`src/rtl/ddr4_dram_responder_if.sv`:
```
// Command/data link between a DDR4 controller and the DRAM-side responder.
//   master : controller side; drives cmd_valid/cmd/cmd_addr/wr_data
//   slave  : responder side; drives cmd_ready, rd_data/rd_valid, busy,
//            cl_cycles, cmd_err
// cmd encoding: 00 NOP, 01 MRS, 10 WR, 11 RD.
interface ddr4_dram_responder_if #(
  parameter int DQ_W = 16
);
  logic            cmd_valid;
  logic [1:0]      cmd;
  logic [31:0]     cmd_addr;
  logic            cmd_ready;
  logic [DQ_W-1:0] wr_data;
  logic [DQ_W-1:0] rd_data;
  logic            rd_valid;
  logic            busy;
  logic [5:0]      cl_cycles;
  logic            cmd_err;

  modport master (
    output cmd_valid, cmd, cmd_addr, wr_data,
    input  cmd_ready, rd_data, rd_valid, busy, cl_cycles, cmd_err
  );

  modport slave (
    input  cmd_valid, cmd, cmd_addr, wr_data,
    output cmd_ready, rd_data, rd_valid, busy, cl_cycles, cmd_err
  );
endinterface

```
`src/rtl/ddr4_dram_responder.sv`:
```
// DRAM end of the DDR4 controller link: decodes MRS/WR/RD, holds the mode
// register (CL code, burst type, burst length), stores write bursts into a
// 2**AW word array CWL cycles after WR and returns read bursts CL cycles
// after RD in sequential or interleaved order.
// Ports:
//   clk   : clock, all state changes on the rising edge
//   rst_n : asynchronous active-low reset (array contents are kept)
//   bus   : slave side of ddr4_dram_responder_if
// Parameters: DQ_W beat width, AW word-address bits (>= 3), CWL write
// latency (>= 2), TMRD mode-register recovery cycles (>= 1).
module ddr4_dram_responder #(
  parameter int DQ_W = 16,
  parameter int AW   = 8,
  parameter int CWL  = 3,
  parameter int TMRD = 4
) (
  input  logic                   clk,
  input  logic                   rst_n,
  ddr4_dram_responder_if.slave   bus
);

  typedef enum logic [2:0] {
    S_IDLE, S_MRD, S_WR_WAIT, S_WR_DATA, S_RD_WAIT, S_RD_DATA
  } state_e;

  typedef enum logic [1:0] {CMD_NOP, CMD_MRS, CMD_WR, CMD_RD} cmd_e;

  // Burst context captured when a WR/RD is accepted.
  typedef struct packed {
    logic [AW-1:0] start;
    logic          bc4;
    logic          inter;
  } burst_t;

  localparam logic [5:0] CWL_LD  = 6'(CWL - 1);
  localparam logic [5:0] TMRD_LD = 6'(TMRD - 1);

  function automatic logic [5:0] cl_decode(input logic [4:0] code);
    logic [5:0] c;
    if (code <= 5'd7) c = 6'd9 + {3'b000, code[2:0]};
    else begin
      case (code)
        5'd8:    c = 6'd18;
        5'd9:    c = 6'd20;
        5'd10:   c = 6'd22;
        5'd11:   c = 6'd24;
        5'd12:   c = 6'd23;
        5'd13:   c = 6'd17;
        5'd14:   c = 6'd19;
        5'd15:   c = 6'd21;
        5'd16:   c = 6'd25;
        5'd17:   c = 6'd26;
        5'd18:   c = 6'd28;
        5'd19:   c = 6'd29;
        5'd20:   c = 6'd30;
        5'd21:   c = 6'd32;
        default: c = 6'd9;   // reserved codes
      endcase
    end
    return c;
  endfunction

  // Word address of beat i; BC4 stays inside the aligned half holding s.
  function automatic logic [AW-1:0] beat_addr_f(input burst_t b, input logic [2:0] i);
    logic [2:0] s;
    logic [2:0] idx;
    logic [1:0] lo;
    s  = b.start[2:0];
    lo = b.inter ? (s[1:0] ^ i[1:0]) : (s[1:0] + i[1:0]);
    if (b.bc4) idx = {s[2], lo};
    else       idx = b.inter ? (s ^ i) : (s + i);
    return {b.start[AW-1:3], idx};
  endfunction

  state_e          state_q, state_d;
  logic [5:0]      cnt_q, cnt_d;
  logic [2:0]      beat_q, beat_d;
  burst_t          burst_q, burst_d;
  logic [4:0]      cl_code_q, cl_code_d;
  logic            mr_bt_q, mr_bt_d;
  logic            mr_bc4_q, mr_bc4_d;

  logic [DQ_W-1:0] mem_q [2**AW];

  logic [5:0]      cl_cyc;
  logic            last_beat;
  logic [AW-1:0]   beat_addr;
  logic            wr_en;
  logic            unused_addr_bits;

  assign cl_cyc    = cl_decode(cl_code_q);
  assign last_beat = (beat_q == (burst_q.bc4 ? 3'd3 : 3'd7));
  assign beat_addr = beat_addr_f(burst_q, beat_q);
  assign wr_en     = (state_q == S_WR_DATA);
  assign unused_addr_bits = ^bus.cmd_addr[31:8];

  // Next-state logic. In the WAIT states cnt_q holds the number of cycles
  // still to go before the first beat, so the exit is taken at cnt_q == 1.
  always_comb begin
    state_d   = state_q;
    cnt_d     = cnt_q;
    beat_d    = beat_q;
    burst_d   = burst_q;
    cl_code_d = cl_code_q;
    mr_bt_d   = mr_bt_q;
    mr_bc4_d  = mr_bc4_q;
    case (state_q)
      S_IDLE: begin
        if (bus.cmd_valid) begin
          case (bus.cmd)
            CMD_MRS: begin
              cl_code_d = bus.cmd_addr[7:3];
              mr_bt_d   = bus.cmd_addr[2];
              mr_bc4_d  = (bus.cmd_addr[1:0] == 2'b01);
              cnt_d     = TMRD_LD;
              state_d   = S_MRD;
            end
            CMD_WR: begin
              burst_d = '{start: bus.cmd_addr[AW-1:0], bc4: mr_bc4_q, inter: mr_bt_q};
              cnt_d   = CWL_LD;
              beat_d  = 3'd0;
              state_d = S_WR_WAIT;
            end
            CMD_RD: begin
              burst_d = '{start: bus.cmd_addr[AW-1:0], bc4: mr_bc4_q, inter: mr_bt_q};
              cnt_d   = cl_cyc - 6'd1;
              beat_d  = 3'd0;
              state_d = S_RD_WAIT;
            end
            default: ;
          endcase
        end
      end
      S_MRD: begin
        if (cnt_q == 6'd0) state_d = S_IDLE;
        else               cnt_d   = cnt_q - 6'd1;
      end
      S_WR_WAIT: begin
        cnt_d = cnt_q - 6'd1;
        if (cnt_q == 6'd1) state_d = S_WR_DATA;
      end
      S_WR_DATA: begin
        beat_d = beat_q + 3'd1;
        if (last_beat) state_d = S_IDLE;
      end
      S_RD_WAIT: begin
        cnt_d = cnt_q - 6'd1;
        if (cnt_q == 6'd1) state_d = S_RD_DATA;
      end
      S_RD_DATA: begin
        beat_d = beat_q + 3'd1;
        if (last_beat) state_d = S_IDLE;
      end
      default: state_d = S_IDLE;
    endcase
  end

  always_ff @(posedge clk or negedge rst_n) begin
    if (!rst_n) begin
      state_q   <= S_IDLE;
      cnt_q     <= '0;
      beat_q    <= '0;
      burst_q   <= '0;
      cl_code_q <= '0;
      mr_bt_q   <= 1'b0;
      mr_bc4_q  <= 1'b0;
    end else begin
      state_q   <= state_d;
      cnt_q     <= cnt_d;
      beat_q    <= beat_d;
      burst_q   <= burst_d;
      cl_code_q <= cl_code_d;
      mr_bt_q   <= mr_bt_d;
      mr_bc4_q  <= mr_bc4_d;
    end
  end

  // Array is deliberately not reset; reset forces IDLE asynchronously, which
  // drops wr_en, so a burst interrupted by reset stops writing at once.
  always_ff @(posedge clk) begin
    if (wr_en) mem_q[beat_addr] <= bus.wr_data;
  end

  assign bus.cmd_ready = (state_q == S_IDLE);
  assign bus.busy      = (state_q != S_IDLE);
  assign bus.rd_valid  = (state_q == S_RD_DATA);
  assign bus.rd_data   = (state_q == S_RD_DATA) ? mem_q[beat_addr] : '0;
  assign bus.cl_cycles = cl_cyc;
  assign bus.cmd_err   = bus.cmd_valid && (bus.cmd != CMD_NOP) && (state_q != S_IDLE);

endmodule

```
`src/flat_wrapper.sv`:
```
// flat-port wrapper written by rule: the top's interface ports become plain ports
module ddr4_dram_responder_flat 
#(
  parameter int DQ_W = 16,
  parameter int AW   = 8,
  parameter int CWL  = 3,
  parameter int TMRD = 4
)
  (clk, rst_n, bus_cmd_valid, bus_cmd, bus_cmd_addr, bus_wr_data, bus_cmd_ready, bus_rd_data, bus_rd_valid, bus_busy, bus_cl_cycles, bus_cmd_err);
  ddr4_dram_responder_if #(.DQ_W(DQ_W)) bus_i ();
  input  logic clk;
  input  logic rst_n;
  input wire logic [$bits(bus_i.cmd_valid)-1:0] bus_cmd_valid;
  input wire logic [$bits(bus_i.cmd)-1:0] bus_cmd;
  input wire logic [$bits(bus_i.cmd_addr)-1:0] bus_cmd_addr;
  input wire logic [$bits(bus_i.wr_data)-1:0] bus_wr_data;
  output wire logic [$bits(bus_i.cmd_ready)-1:0] bus_cmd_ready;
  output wire logic [$bits(bus_i.rd_data)-1:0] bus_rd_data;
  output wire logic [$bits(bus_i.rd_valid)-1:0] bus_rd_valid;
  output wire logic [$bits(bus_i.busy)-1:0] bus_busy;
  output wire logic [$bits(bus_i.cl_cycles)-1:0] bus_cl_cycles;
  output wire logic [$bits(bus_i.cmd_err)-1:0] bus_cmd_err;
  assign bus_i.cmd_valid = bus_cmd_valid;
  assign bus_i.cmd = bus_cmd;
  assign bus_i.cmd_addr = bus_cmd_addr;
  assign bus_i.wr_data = bus_wr_data;
  assign bus_cmd_ready = bus_i.cmd_ready;
  assign bus_rd_data = bus_i.rd_data;
  assign bus_rd_valid = bus_i.rd_valid;
  assign bus_busy = bus_i.busy;
  assign bus_cl_cycles = bus_i.cl_cycles;
  assign bus_cmd_err = bus_i.cmd_err;
  ddr4_dram_responder #(.DQ_W(DQ_W), .AW(AW), .CWL(CWL), .TMRD(TMRD)) u_core (.clk(clk), .rst_n(rst_n), .bus(bus_i));
endmodule
```
`config.mk`:
```
export PLATFORM = sky130hd
export DESIGN_NAME = ddr4_dram_responder_flat
export DESIGN_NICKNAME = d
export VERILOG_FILES = /design/src/rtl/ddr4_dram_responder_if.sv /design/src/rtl/ddr4_dram_responder.sv /design/src/flat_wrapper.sv
export SDC_FILE = /design/constraint.sdc
export NUM_CORES = 2
export LEC_CHECK = 0
export CAP_MARGIN = 10
export CORE_ASPECT_RATIO = 0.5
export CORE_MARGIN = 2
export CORE_UTILIZATION = 58
export DETAILED_ROUTE_END_ITERATION = 10
export HOLD_SLACK_MARGIN = 0.08
export PLACE_DENSITY = 0.74
export RECOVER_POWER = 25
export SYNTH_ARGS = -nofsm -noshare
export SYNTH_HDL_FRONTEND = slang
export SYNTH_MEMORY_MAX_BITS = 65536
export SYNTH_SLANG_ARGS = --single-unit
```
`constraint.sdc`:
```
create_clock -name clk -period 5.3 [get_ports clk]
set_input_delay 1.06 -clock clk [delete_from_list [all_inputs] [get_ports clk]]
set_output_delay 1.06 -clock clk [all_outputs]
set_load 0.03 [all_outputs]
```
==> results.ini <==
[cts]
htree_num_levels=5
cts_sinks=4125
hold_buffers=0
insertion_delay_ps=920
cts_made_buffers=349
cts_tree=done
clockBufferDepth=4
clkTransAtPathRegs_ps=60
root_buffer=clkbuf_16

[timing]
hold_ws_ps=487
skew_ps=65.5
period_share_pct=116
slew_headroom_pct=-284
setup_viol=952
drv_slew=2242
tightest_slew_ps=5760
grt_setup_unrepaired=yes
hold_viol=0
finalWorstSetupSlack_ps=-824
min_period_ps=6120
fmax_mhz=163

[grt]
grt_util_all_layers_pct=31.5
grt_pass1_wl_um=618000
antenna_found_initial=29
grt_max_degree=183
grt_pass1_vias=80861
overflow=0

[yosys]
syn_inst=7238
ys_seq_area_share_pct=77.6
ys.flop_type=edfxtp_1
synth_top_area_share_pct=77.1
synth_edf_count=4096
yosys-top-cells-area=edfxtp_1 77%, mux4_2 15%, nand2_1 1.2%
ys_warn_count=0
async_flop_share_pct=0.703
synth_fp_nets=7304
avgSynthCellArea_um2=22.0
syn_area_um2=160000
synth_top_area_cell=edfxtp_1
ys_seq_elements=4125
synth_cell_types=82

[hold_path]
hold_path_class=reg2reg
min_path_cells=2
holdPathEnd=u_core.mr_bc4_q
worstHoldStart=u_core.mr_bc4_q

[power_and_ir_drop]
p_per_area_nw_per_um2=700
p_leak_nw=58.3
peakVddDrop_mv=0.634

[die]
coreArea_um2=274000
die_width_um=746
die_h_um=375
start_util_pct=58.2
ios=79
die_area_um2=280000
rows=136

[critical_path]
cp.arrival_ps=5060
rr_endpoint=u_core.mem_q[232][4]
ff2ff_setup_slack_ps=720
worstPathCellList=inv_2 > buf_12 > nor2_1 > inv_1 > o32ai_4 > nor3_4 > and3_4 > buf_12
crit_path_start=u_core.beat_addr[3]
crit_path_top_delay_cell=nor2_1
r2r_cells=16
cp_max_fo=12
worstSetupEndpointType=output pin
worst-setup-path-type=reg2out
crit_top_cell=buf_12
start_kind=register
worst_path_largest_cell_delay_ps=1190
worstPathRequired_ps=4240
rr_startpoint=u_core.beat_q[0]

[finish]
multi_input_area_um2=34400
instances_no_fill=12088
drive_above_1_share_pct=32.5
layout.area.seq_um2=124000
post-route-util_pct=66.9
fillers=16343
nets=8214
area_delta_synth_final_pct=14.9

[routing]
dr.pass1.iters=6
drtAntennaViolNets=0
via_per_inst=7.00
drtIter0Drc=16014
finalWirelength_um=447000
drc=0
wl_per_cell_um=37.0
routed-via-count=84612

[place]
port_buffers=54
post-dp-hpwl_um=268000
globalplace.congestion=0.911
dp_cells=11373

[status]
violations=max-capacitance violations, max-slew violations, negative setup slack
status=finished, violations left

[flow_run]
max-cap-violations=22

cell type report:
cell class | instances | share of cell area (%)
Inverter | 19 | 0.0389
Antenna cell | 22 | 0.0300
Tap cell | 3657 | 2.50
Sequential cell | 4125 | 67.5
Timing Repair Buffer | 963 | 5.19
Multi-Input combinational cell | 2690 | 18.8
Clock buffer | 432 | 5.00
Clock inverter | 180 | 0.987
state kept, by name, indices dropped and copies added (netlist names):
signal            count
u_core.state_q        3
u_core.mr_bc4_q       1
u_core.burst_q        5
u_core.cl_code_q      5
u_core.beat_q         3
u_core.cnt_q          6
u_core.beat_addr      5
u_core.mem_q       4096
u_core.mr_bt_q        1
critical path, delay by kind of cell, from the launching register on:
family / cells / cell delay [ps]
compound gates: 1 / 610
buf+inv: 4 / 1220
flops: 1 / 710
simple gates: 3 / 1570
power breakdown:
group,switching (mW),internal [mW]
Sequential,0.311,36.1
Clock,11.7,13.9
Combinational,36.8,29.5
metrics by stage:
step                      total power [mW]  worst slack [ps]  cell area (µm²)  TNS, ps
after CTS                              125              -694           183000    -9800
after global placement                95.2              -659           170000    -2370
after floorplan                       73.0               661           160000        0
after global routing                   131              -720           183000  -375260
final                                  128              -824           183000  -223950
after detailed placement              95.6              -641           170000    -2360
synthesized netlist by cell type (all sizes together) (13+ instances only):
cell    number
edfxtp    4096
mux4      1089
nand2      507
nor2       331
buf        310
nand3      116
a21oi       95
clkbuf      94
a22oi       76
mux2i       68
a31oi       44
nand4       44
o21ai       44
dfrtp       29
nor4        24
a221oi      22
a22o        21
inv         19
o22ai       19
and3        18
mux2        18
a32oi       17
a211oi      13
placed cells by master (no fill, tap or decap), drive strengths merged, types with 18 or more instances in the layout:
master,count
edfxtp,4096
a22o,21
bufinv,32
mux2,18
o21ai,44
clkinv,125
a31oi,44
buf,903
clkdlybuf4s50,21
nand3,116
a221oi,22
mux4,1089
inv,33
nand2,507
nand4,44
a21oi,95
and3,18
a22oi,76
nor4,24
dfrtp,29
mux2i,68
o22ai,19
clkbuf,465
diode,22
nor2,331
layer usage:
metal | track usage, % | vias up | share of wire (%)
met3 | 11.0 | 1072 | 16
li1 | - | 32173 | -
met1 | 44.7 | 44125 | 35
met4 | 11.1 | 8 | 4.3
met2 | 46.3 | 7234 | 45
met5 | 0.170 | - | 0.013
repair_timing:
item / 4_1_cts / 5_1_grt
setup buffers: 56 / 20
gates resized for setup: 265 / 92
setup endpoints to repair: 16 / 16
gates cloned: 8 / 6
pin swaps: 69 / 45
how the worst max path moves through the flow:
stage | cells after the start | to | slack [ps]
2_1_floorplan | 13 | bus_rd_data[9] | 660
3_3_place_gp | 16 | bus_rd_data[9] | -660
3_5_place_dp | 16 | bus_rd_data[9] | -640
4_1_cts | 18 | bus_rd_data[12] | -690
5_1_grt | 14 | bus_rd_data[13] | -720
6_report | 8 | bus_rd_data[7] | -820
kinds of logic (layout without fill, tap and decap cells):
logic type | count (synthesis) | after routing | synth area share (%)
buffers and inverters | 423 | 1594 | 1.69
AOI/OAI and AO/OA | 403 | 403 | 1.74
and+or+nand+nor | 1090 | 1090 | 2.90
adders and majority gates | 13 | 13 | 0.107
other | 0 | 22 | 0
muxes | 1175 | 1175 | 15.9
xor gates and xnor gates | 9 | 9 | 0.0659
DFF | 4125 | 4125 | 77.6
Note: power is estimated with default switching activity, not from simulation.
